===== config.mk =====
export PLATFORM = sky130hd
export DESIGN_NAME = fifo_serial_tx
export DESIGN_NICKNAME = d
export VERILOG_FILES = /design/src/rtl/fifo_tx_pkg.sv /design/src/rtl/baud_tick_gen.sv /design/src/rtl/fifo_serial_tx.sv
export SDC_FILE = /design/constraint.sdc
export NUM_CORES = 1
export LEC_CHECK = 0
export CORE_UTILIZATION = 41
export CTS_CLUSTER_SIZE = 28
export DETAILED_ROUTE_END_ITERATION = 7
export HOLD_SLACK_MARGIN = 0.12
export SETUP_SLACK_MARGIN = 0.05
export SLEW_MARGIN = 5
export SYNTH_ARGS = -nofsm -noshare
export SYNTH_HDL_FRONTEND = slang
export SYNTH_SLANG_ARGS = --single-unit

===== constraint.sdc =====
create_clock -name clk -period 1.87 [get_ports clk]
set_input_delay 0.374 -clock clk [delete_from_list [all_inputs] [get_ports clk]]
set_output_delay 0.374 -clock clk [all_outputs]
set_load 0.005 [all_outputs]

===== src/rtl/fifo_tx_pkg.sv =====
// fifo_tx_pkg: FSM state type and serial line levels shared by fifo_serial_tx.
package fifo_tx_pkg;

    typedef enum logic [2:0] {
        IDLE,
        READ,
        LOAD,
        START,
        DATA,
        PARITY,
        STOP
    } tx_state_e;

    localparam logic TX_IDLE   = 1'b1;
    localparam logic START_BIT = 1'b0;
    localparam logic STOP_BIT  = 1'b1;

endpackage


===== src/rtl/baud_tick_gen.sv =====
// baud_tick_gen: bit-period counter running 0..CLKS_PER_BIT-1.
// tick marks the last cycle of a bit period; pre_tick marks the cycle before it,
// which lets the parent register pulses that must land on the last cycle.
module baud_tick_gen #(
    parameter int CLKS_PER_BIT = 4
) (
    input  logic clk,
    input  logic reset,
    input  logic clr,
    output logic tick,
    output logic pre_tick
);
    localparam int CW = (CLKS_PER_BIT > 1) ? $clog2(CLKS_PER_BIT) : 1;
    localparam logic [CW-1:0] LAST = CW'(CLKS_PER_BIT - 1);
    localparam logic [CW-1:0] PRE  = CW'(CLKS_PER_BIT - 2);

    logic [CW-1:0] cnt_q;
    logic [CW-1:0] cnt_d;

    // Next count: held at zero while cleared, otherwise wraps at the end of each bit.
    always_comb begin
        cnt_d = cnt_q;
        if (clr) begin
            cnt_d = '0;
        end else if (cnt_q == LAST) begin
            cnt_d = '0;
        end else begin
            cnt_d = cnt_q + 1'b1;
        end
    end

    // Counter register.
    always_ff @(posedge clk or negedge reset) begin
        if (!reset) begin
            cnt_q <= '0;
        end else begin
            cnt_q <= cnt_d;
        end
    end

    assign tick     = !clr && (cnt_q == LAST);
    assign pre_tick = !clr && (cnt_q == PRE);

endmodule


===== src/rtl/fifo_serial_tx.sv =====
// fifo_serial_tx: drains the byte FIFO one entry at a time and serialises each byte
// as start, DATA_W data bits LSB-first, optional even parity, stop.
// Build option: define FIFO_TX_PARITY_EN to insert the even-parity bit (11-bit frame).
// All pin-facing outputs come straight from flops; they are computed from the next state.
module fifo_serial_tx
    import fifo_tx_pkg::*;
#(
    parameter int DATA_W       = 8,
    parameter int CLKS_PER_BIT = 4
) (
    input  logic              clk,
    input  logic              reset,
    input  logic              tx_en,
    input  logic              fifo_empty,
    input  logic [DATA_W-1:0] fifo_data,
    output logic              fifo_rd,
    output logic              tx,
    output logic              busy,
    output logic              frame_done
);
    localparam int BW = (DATA_W > 1) ? $clog2(DATA_W) : 1;
    localparam logic [BW-1:0] LAST_BIT = BW'(DATA_W - 1);

    tx_state_e         state_q, state_d;
    logic [DATA_W-1:0] shreg_q, shreg_d;
    logic [BW-1:0]     bit_cnt_q, bit_cnt_d;
    logic              tx_q, tx_d;
    logic              fifo_rd_q, fifo_rd_d;
    logic              busy_q, busy_d;
    logic              frame_done_q, frame_done_d;
`ifdef FIFO_TX_PARITY_EN
    logic              parity_q, parity_d;
`endif

    logic baud_clr;
    logic baud_tick;
    logic baud_pre_tick;

    // Bit timing restarts from zero on the first START cycle.
    assign baud_clr = (state_q == IDLE) || (state_q == READ) || (state_q == LOAD);

    baud_tick_gen #(
        .CLKS_PER_BIT(CLKS_PER_BIT)
    ) u_baud (
        .clk      (clk),
        .reset    (reset),
        .clr      (baud_clr),
        .tick     (baud_tick),
        .pre_tick (baud_pre_tick)
    );

    // Next-state, datapath and registered-output decode.
    always_comb begin
        state_d   = state_q;
        shreg_d   = shreg_q;
        bit_cnt_d = bit_cnt_q;
`ifdef FIFO_TX_PARITY_EN
        parity_d  = parity_q;
`endif
        case (state_q)
            IDLE: begin
                if (tx_en && !fifo_empty) state_d = READ;
            end
            READ: begin
                state_d = LOAD;
            end
            LOAD: begin
                // FIFO output is valid the cycle after the read strobe.
                shreg_d = fifo_data;
`ifdef FIFO_TX_PARITY_EN
                parity_d = ^fifo_data;
`endif
                state_d = START;
            end
            START: begin
                if (baud_tick) begin
                    bit_cnt_d = '0;
                    state_d   = DATA;
                end
            end
            DATA: begin
                if (baud_tick) begin
                    if (bit_cnt_q == LAST_BIT) begin
`ifdef FIFO_TX_PARITY_EN
                        state_d = PARITY;
`else
                        state_d = STOP;
`endif
                    end else begin
                        bit_cnt_d = bit_cnt_q + 1'b1;
                        shreg_d   = shreg_q >> 1;
                    end
                end
            end
`ifdef FIFO_TX_PARITY_EN
            PARITY: begin
                if (baud_tick) state_d = STOP;
            end
`endif
            STOP: begin
                // Back-to-back frames go straight to READ; the line stays at the
                // stop level through READ and LOAD.
                if (baud_tick) state_d = (tx_en && !fifo_empty) ? READ : IDLE;
            end
            default: begin
                state_d = IDLE;
            end
        endcase

        fifo_rd_d    = (state_d == READ);
        busy_d       = (state_d != IDLE);
        frame_done_d = (state_q == STOP) && baud_pre_tick;

        case (state_d)
            START:   tx_d = START_BIT;
            DATA:    tx_d = shreg_d[0];
`ifdef FIFO_TX_PARITY_EN
            PARITY:  tx_d = parity_d;
`endif
            STOP:    tx_d = STOP_BIT;
            default: tx_d = TX_IDLE;
        endcase
    end

    // State, datapath and output registers; reset aborts any frame in flight.
    always_ff @(posedge clk or negedge reset) begin
        if (!reset) begin
            state_q      <= IDLE;
            shreg_q      <= '0;
            bit_cnt_q    <= '0;
            tx_q         <= TX_IDLE;
            fifo_rd_q    <= 1'b0;
            busy_q       <= 1'b0;
            frame_done_q <= 1'b0;
`ifdef FIFO_TX_PARITY_EN
            parity_q     <= 1'b0;
`endif
        end else begin
            state_q      <= state_d;
            shreg_q      <= shreg_d;
            bit_cnt_q    <= bit_cnt_d;
            tx_q         <= tx_d;
            fifo_rd_q    <= fifo_rd_d;
            busy_q       <= busy_d;
            frame_done_q <= frame_done_d;
`ifdef FIFO_TX_PARITY_EN
            parity_q     <= parity_d;
`endif
        end
    end

    assign tx         = tx_q;
    assign fifo_rd    = fifo_rd_q;
    assign busy       = busy_q;
    assign frame_done = frame_done_q;

endmodule


# Word level (Yosys, flattened, before mapping)

Cells that the tools add are included.

$add $sub $neg: 2
Multipliers: 0
Div/mod/pow operators: 0
$lt $le $gt $ge: 0
Eq/ne operators: 14
Shift-type cells: 0
Multiplexer cells: 17
Bitwise gates (word level): 0
Reductions and logical operators: 14

Operators by type and width:

| operator              | number |
|---|---|
| $mux W3               | 8 |
| $pmux W3 S6           | 1 |
| $mux W8               | 2 |
| $pmux W8 S2           | 1 |
| $eq A3 B3 Y1 const B  | 4 |
| $eq A3 B2 Y1 const B  | 3 |
| $eq A3 B1 Y1 const B  | 2 |
| $ne A2 B2 Y1 const B  | 3 |
| $pmux W3 S2           | 1 |
| $eq A2 B2 Y1 const B  | 2 |
| $logic_and A1 B1 Y1   | 4 |
| $mux W2               | 2 |
| $reduce_and A4 Y1     | 1 |
| $reduce_bool A2 Y1    | 2 |
| $add A3 B1 Y3 const B | 1 |
| $logic_not A3 Y1      | 1 |
| $reduce_and A3 Y1     | 1 |
| $reduce_bool A3 Y1    | 1 |
| $add A2 B1 Y2 const B | 1 |
| $logic_not A1 Y1      | 2 |
| $logic_or A1 B1 Y1    | 2 |
| $pmux W1 S2           | 1 |
| $mux W1               | 1 |

Register bits after elaboration: 20
Latch bits: 0
Memory bits (writable): 0
ROM bits: 0
Bits of input ports: 12
Word-level logic and storage cells: 56
Memories: 0

# Logic depth before layout (Yosys ltp)

Depth after elaboration: 9
Gate-level depth with buffers: 5

# Hierarchy

A second synthesis with hierarchy kept.

Cell total of the unflattened synthesis: 91
Area, all modules: 998.5 um^2

By module, submodules not included:

| module         | times used | cells each | area an instance (um^2) |
|---|---|---|---|
| fifo_serial_tx | 1          | 82         | 893.4 |
| baud_tick_gen  | 1          | 9          | 105.1 |

# Worst setup path after synthesis

No wires, ideal clock.

Kind: register to register
From: register bit_cnt_q[0]
To: register tx_q (netlist: tx)
Arrival time: 1.579 ns
Required time: 1.787 ns
Path slack: 0.208 ns
Cell stages (with the launch flop): 6
Buffers on the path: 0
Period minus slack after synthesis: 1.662 ns
Cells stage by stage: dfrtp_1 -> ha_1 -> ha_1 -> nand3b_2 -> o21a_2 -> a221o_1

Longest elaborated chain between the ends: 6
Elaborated cells between the ends (all ways): 10
Classes of those cells: eq/ne (3); mux (7)

Ends and longest elaborated chain:

| element                                      | line                  | RTL |
|---|---|---|
| start, declared                              | fifo_serial_tx.sv:26  | `logic [BW-1:0] bit_cnt_q, bit_cnt_d;` |
| start signal, assigned                       | fifo_serial_tx.sv:141 | `bit_cnt_q <= bit_cnt_d;` |
| $eq A3 B3 Y1 *                               | fifo_serial_tx.sv:83  | `if (bit_cnt_q == LAST_BIT) begin` |
| $mux W3                                      | fifo_serial_tx.sv:83  |  |
| $mux W3                                      | fifo_serial_tx.sv:82  | `if (baud_tick) begin` |
| $pmux W3 S6                                  | fifo_serial_tx.sv:60  | `case (state_q)` |
| $eq A3 B3 Y1 or $eq A3 B2 Y1 (tied branches) | fifo_serial_tx.sv:114 | `case (state_d)` |
| $pmux W1 S2 *                                | fifo_serial_tx.sv:114 |  |
| via tx_d                                     | fifo_serial_tx.sv:27  | `logic tx_q, tx_d;` |
| end signal, assigned                         | fifo_serial_tx.sv:142 | `tx_q <= tx_d;` |
| end, declared                                | fifo_serial_tx.sv:27  |  |

The timed path passes the listed nets; every way through them passes the cells marked *. The select of a mux whose other input is x is not followed.
A chain may end at the register's enable or synchronous reset.

# Worst setup path in the final report

From: register tx_q (netlist: tx)
To: output tx

RTL lines:

| element       | line                 | RTL |
|---|---|---|
| end, declared | fifo_serial_tx.sv:17 | `output logic tx,` |

No word-level cell between the ends.

==> flow_results.org <==
** Floorplanning
- The die is 54.1 um wide.
- Core outline area :: 2520 um2
- After floorplanning, the core was divided into 18 placement rows.
- Io pins :: 16
- Die ar. :: 2930 um2
- In this run the vertical extent of the chip is 54.1 um.
- For this configuration, the core starts out at a cell density of 44.2%.

** Routing
- Initial DRC count :: 12
- Routed length per instance :: 13.8 um
- Pre-Repair DR Iteration Count :: 4
- Post-DRT Antenna Nets :: 0
- Number of vias per cell after detailed routing :: 5.45
- Detail Route met3 WL :: 93 um
- The final layout contains routed wiring with a total length of 2160 um.
- Residual DRC count :: 0
- Highest layer used for signal routing :: met4
- Number of vias in the routed layout :: 855
- Wire length on met1 :: 1070 um
- Met2 wire length :: 977 um

** Worst setup path
- Cell family contributing the most delay on the critical path :: flip-flops
- Cell with the biggest individual delay on the critical path :: sky130_fd_sc_hd__dfstp_2
- In this run the worst path has a maximum fanout of 1.
- Nature of the critical path startpoint :: flop
- The worst setup path is captured at a primary output.
- Data arrives at the worst endpoint at 1.31 ns.
- The signal on the critical path passes through clkdlybuf4s50_1.
- Crit path required time :: 1.50 ns
- The setup path with the least slack is of type flop to primary output.
- Worst path max stage delay :: 0.53 ns
- Counting both buffers and inverters, the worst setup path holds a total of 1.

** Logic synthesis
- Sequential elements use 45.0% of the synthesized area.
- The number of nets handed over by synthesis was 123.
- Synth async-reset ratio :: 100%
- The most used flip-flop cell after synthesis is sky130_fd_sc_hd__dfrtp_1.
- Top cell type's share of synthesized area :: 42.6%
- The cell count after synthesis came out at 107.
- Ys Warns :: 0
- Distinct cell type count of the synthesized netlist :: 35
- Each instance of the synthesized netlist takes up on average 10.4 um2.
- Flop and latch count out of synthesis :: 20
- Counting instances in the post-synthesis netlist gives the leading cell types as sky130_fd_sc_hd__dfrtp_1, sky130_fd_sc_hd__o21ai_0, sky130_fd_sc_hd__nand2_1, sky130_fd_sc_hd__nand2b_1, sky130_fd_sc_hd__a221o_1.
- Counting flops with a built-in enable in the synthesized netlist gives 0.
- The synthesized netlist occupies a cell area of 1110 um2.
- Library cell with the highest instance count after synthesis :: sky130_fd_sc_hd__dfrtp_1
- Yosys attributes the largest share of cell area to sky130_fd_sc_hd__dfrtp_1, sky130_fd_sc_hd__a221o_1, sky130_fd_sc_hd__nand2b_1, sky130_fd_sc_hd__o21ai_0, sky130_fd_sc_hd__ha_1.
- Biggest area consumer among synthesized cells :: sky130_fd_sc_hd__dfrtp_1

** Placement
- Detailed placement finished with a half-perimeter wire length of 1470 um.
- Placer Congestion :: 0.707
- I/O Buffers :: 15
- Instance area after placement :: 1320 um2

** Power
- Flop pwr share :: 36.7%
- The worst-case IR drop observed on VDD is 0.000738 V.
- Summed over all nets, the switching power comes to 0.000821 W.
- Dividing total power by cell area gives a power density of 1530 nW/um2.
- Internal power of the cells :: 0.00128 W
- The share of total power dissipated in the clock network is 12.0%.
- After layout, the design draws a total of 0.00210 W.
- Static leakage power :: 0.586 nW
- Combinational logic is responsible for 51.3% of the overall power.
- Net switching is 39.0% of the power.

** Clock tree
- Clock latency on the worst-skew pair, taken at its later pin, is 0.30 ns.
- H-tree depth :: 1
- Hold_buf cts :: 0
- CTS Buf Count :: 3
- CTS Buffer Depth :: 2
- Clock-pin slew was measured on the worst setup and hold paths at 0.11 ns.
- TritonCTS built the clock tree.
- Clock Sinks :: 20
- Clock tree synthesis selected as its root buffer the cell sky130_fd_sc_hd__clkbuf_4.

** Cells and area
- The final layout contains 144 nets.
- Measured on the finished design, the core utilization comes to 54.6%.
- Fraction of layout cells with a size suffix above 1 :: 17.3%
- Fill count :: 236
- The finished cells cover 1380 um2.
- 0 antenna diodes ended up in the layout.
- The area growth from synthesis to layout is 23.6%.

** Timing
- Timing would allow up to 594 MHz.
- Setup violations remaining at the end of the flow were counted as 0.
- Clock skew on the completed layout was measured at 0.00240 ns.
- Clock period minus worst slack :: 1.68 ns
- For the pin with the worst max-slew slack, the measured transition is 0.335 ns.
- Remaining max-slew budget at the tightest pin :: 77.7%
- RSZ-0062 raised after global routing :: false
- Final cycle utilization of the critical path :: 90.0%
- Summed over all failing endpoints, the final setup total negative slack is 0 ns.
- The final count of hold timing violations is 0.
- Number of max-slew violations in the final report :: 0

** Min path
- Worst hold-check path type :: input pin to async pin

** Global routing
- In the global route stage, overall resource usage came out at 17.2%.
- First-pass GRT wire length :: 3480 um
- Summed over all layers, the global routing overflow is 0.
- The number of global-route vias before repair is 741.
- Largest net degree at the start of global routing :: 21
- The initial antenna violation count is 0.

** Outcome
- The run finished with clean final reports.

** Run
- Max-cap violations :: 0
kinds of logic after synthesis:
group                      synth area share (%)
AOI/OAI and AO/OA                          23.3
and+or+nand+nor                            19.9
adders and majority gates                  5.39
muxes                                      1.80
buffers and inverters                      4.60
DFF                                        45.0
stage by stage:
step                      instances  hold WS (ns)  setup WS (ns)
after floorplan                 107        0.0784          0.208
after CTS                       156         0.391         0.0912
final                           157         0.393          0.187
after detailed placement        152         0.463          0.116
after global routing            157         0.437          0.119
after global placement          152         0.456          0.156
metal layers:
| metal | track usage (%) | vias to the layer above |
|---|---|---|
| li1 | - | 429 |
| met1 | 22.9 | 412 |
| met2 | 26.0 | 12 |
| met3 | 3.11 | 2 |
| met4 | 8.97 | 0 |
| met5 | 0 | - |
area by class of cell:
class	instances	area, um2	share of cell area, %
inverters	4	15.0	1.09
multi-input cells	76	577	41.9
well taps	30	37.5	2.72
clock buffers	4	36.3	2.63
flip-flops and latches	20	502	36.4
repair buffers	23	210	15.3
worst register-to-register path: stages (launching register included):
cell and delay (ns):
sky130_fd_sc_hd__dfrtp_1 0.41, sky130_fd_sc_hd__ha_1 0.20, sky130_fd_sc_hd__ha_1 0.21, sky130_fd_sc_hd__nand3b_4 0.18, sky130_fd_sc_hd__o21a_4 0.24, sky130_fd_sc_hd__a221o_1 0.34
worst paths after layout:
| check | cells past startpoint | end | slack, ns | from |
|---|---|---|---|---|
| worst max-delay path | 1 | tx | 0.19 | tx |
| worst min-delay path | 2 | u_baud.cnt_q[1] | 0.39 | reset |
| worst max register to register | 5 | tx | 0.22 | bit_cnt_q[0] |
| worst min register to register | 1 | u_baud.cnt_q[0] | 0.47 | u_baud.cnt_q[0] |
| max in group asynchronous | 2 | tx | 1.21 | reset |
| min in group clk | 1 | u_baud.cnt_q[0] | 0.47 | u_baud.cnt_q[0] |
repair_timing:
item / CTS / global route
endpoints found under the setup margin: 0 / 8
endpoints found under the hold margin: 0 / 0
resized for setup: 0 / 2
buffers inserted: 0 / 1
state kept, by name, indices dropped and copies added, names as in the netlist:
name and flops:
tx 1, busy 1, u_baud.cnt_q 2, fifo_rd 1, bit_cnt_q 3, frame_done 1
state_q 3, shreg_q 8
cells in the final DEF, fill, tap and decap left out, types with 2 or more instances in the layout:
cell	Yosys	final
sky130_fd_sc_hd__ha_1	4	4
sky130_fd_sc_hd__buf_4	1	8
sky130_fd_sc_hd__nand2_1	9	9
sky130_fd_sc_hd__inv_1	3	3
sky130_fd_sc_hd__dfrtp_1	19	19
sky130_fd_sc_hd__o21ai_1	3	3
sky130_fd_sc_hd__clkbuf_4	0	3
sky130_fd_sc_hd__o21ai_0	11	11
sky130_fd_sc_hd__a221o_1	8	8
sky130_fd_sc_hd__nor2b_1	3	3
sky130_fd_sc_hd__a21oi_1	3	3
sky130_fd_sc_hd__and4b_1	2	2
sky130_fd_sc_hd__mux2i_1	2	2
sky130_fd_sc_hd__nor3_1	2	2
sky130_fd_sc_hd__nor2_1	4	4
sky130_fd_sc_hd__clkdlybuf4s50_1	0	15
sky130_fd_sc_hd__nand2b_1	9	9
power by group through the flow:
stage | Clock, W | Combinational (W) | Sequential (W)
final | 0.000252 | 0.00108 | 0.000772
after floorplan | 0 | 0.000823 | 0.000741
after detailed placement | 0 | 0.00104 | 0.000784
after global routing | 0.000281 | 0.00122 | 0.000799
after CTS | 0.000263 | 0.00105 | 0.000773
after global placement | 0 | 0.00102 | 0.000773
No activity file was read; power rests on OpenSTA's default activity.
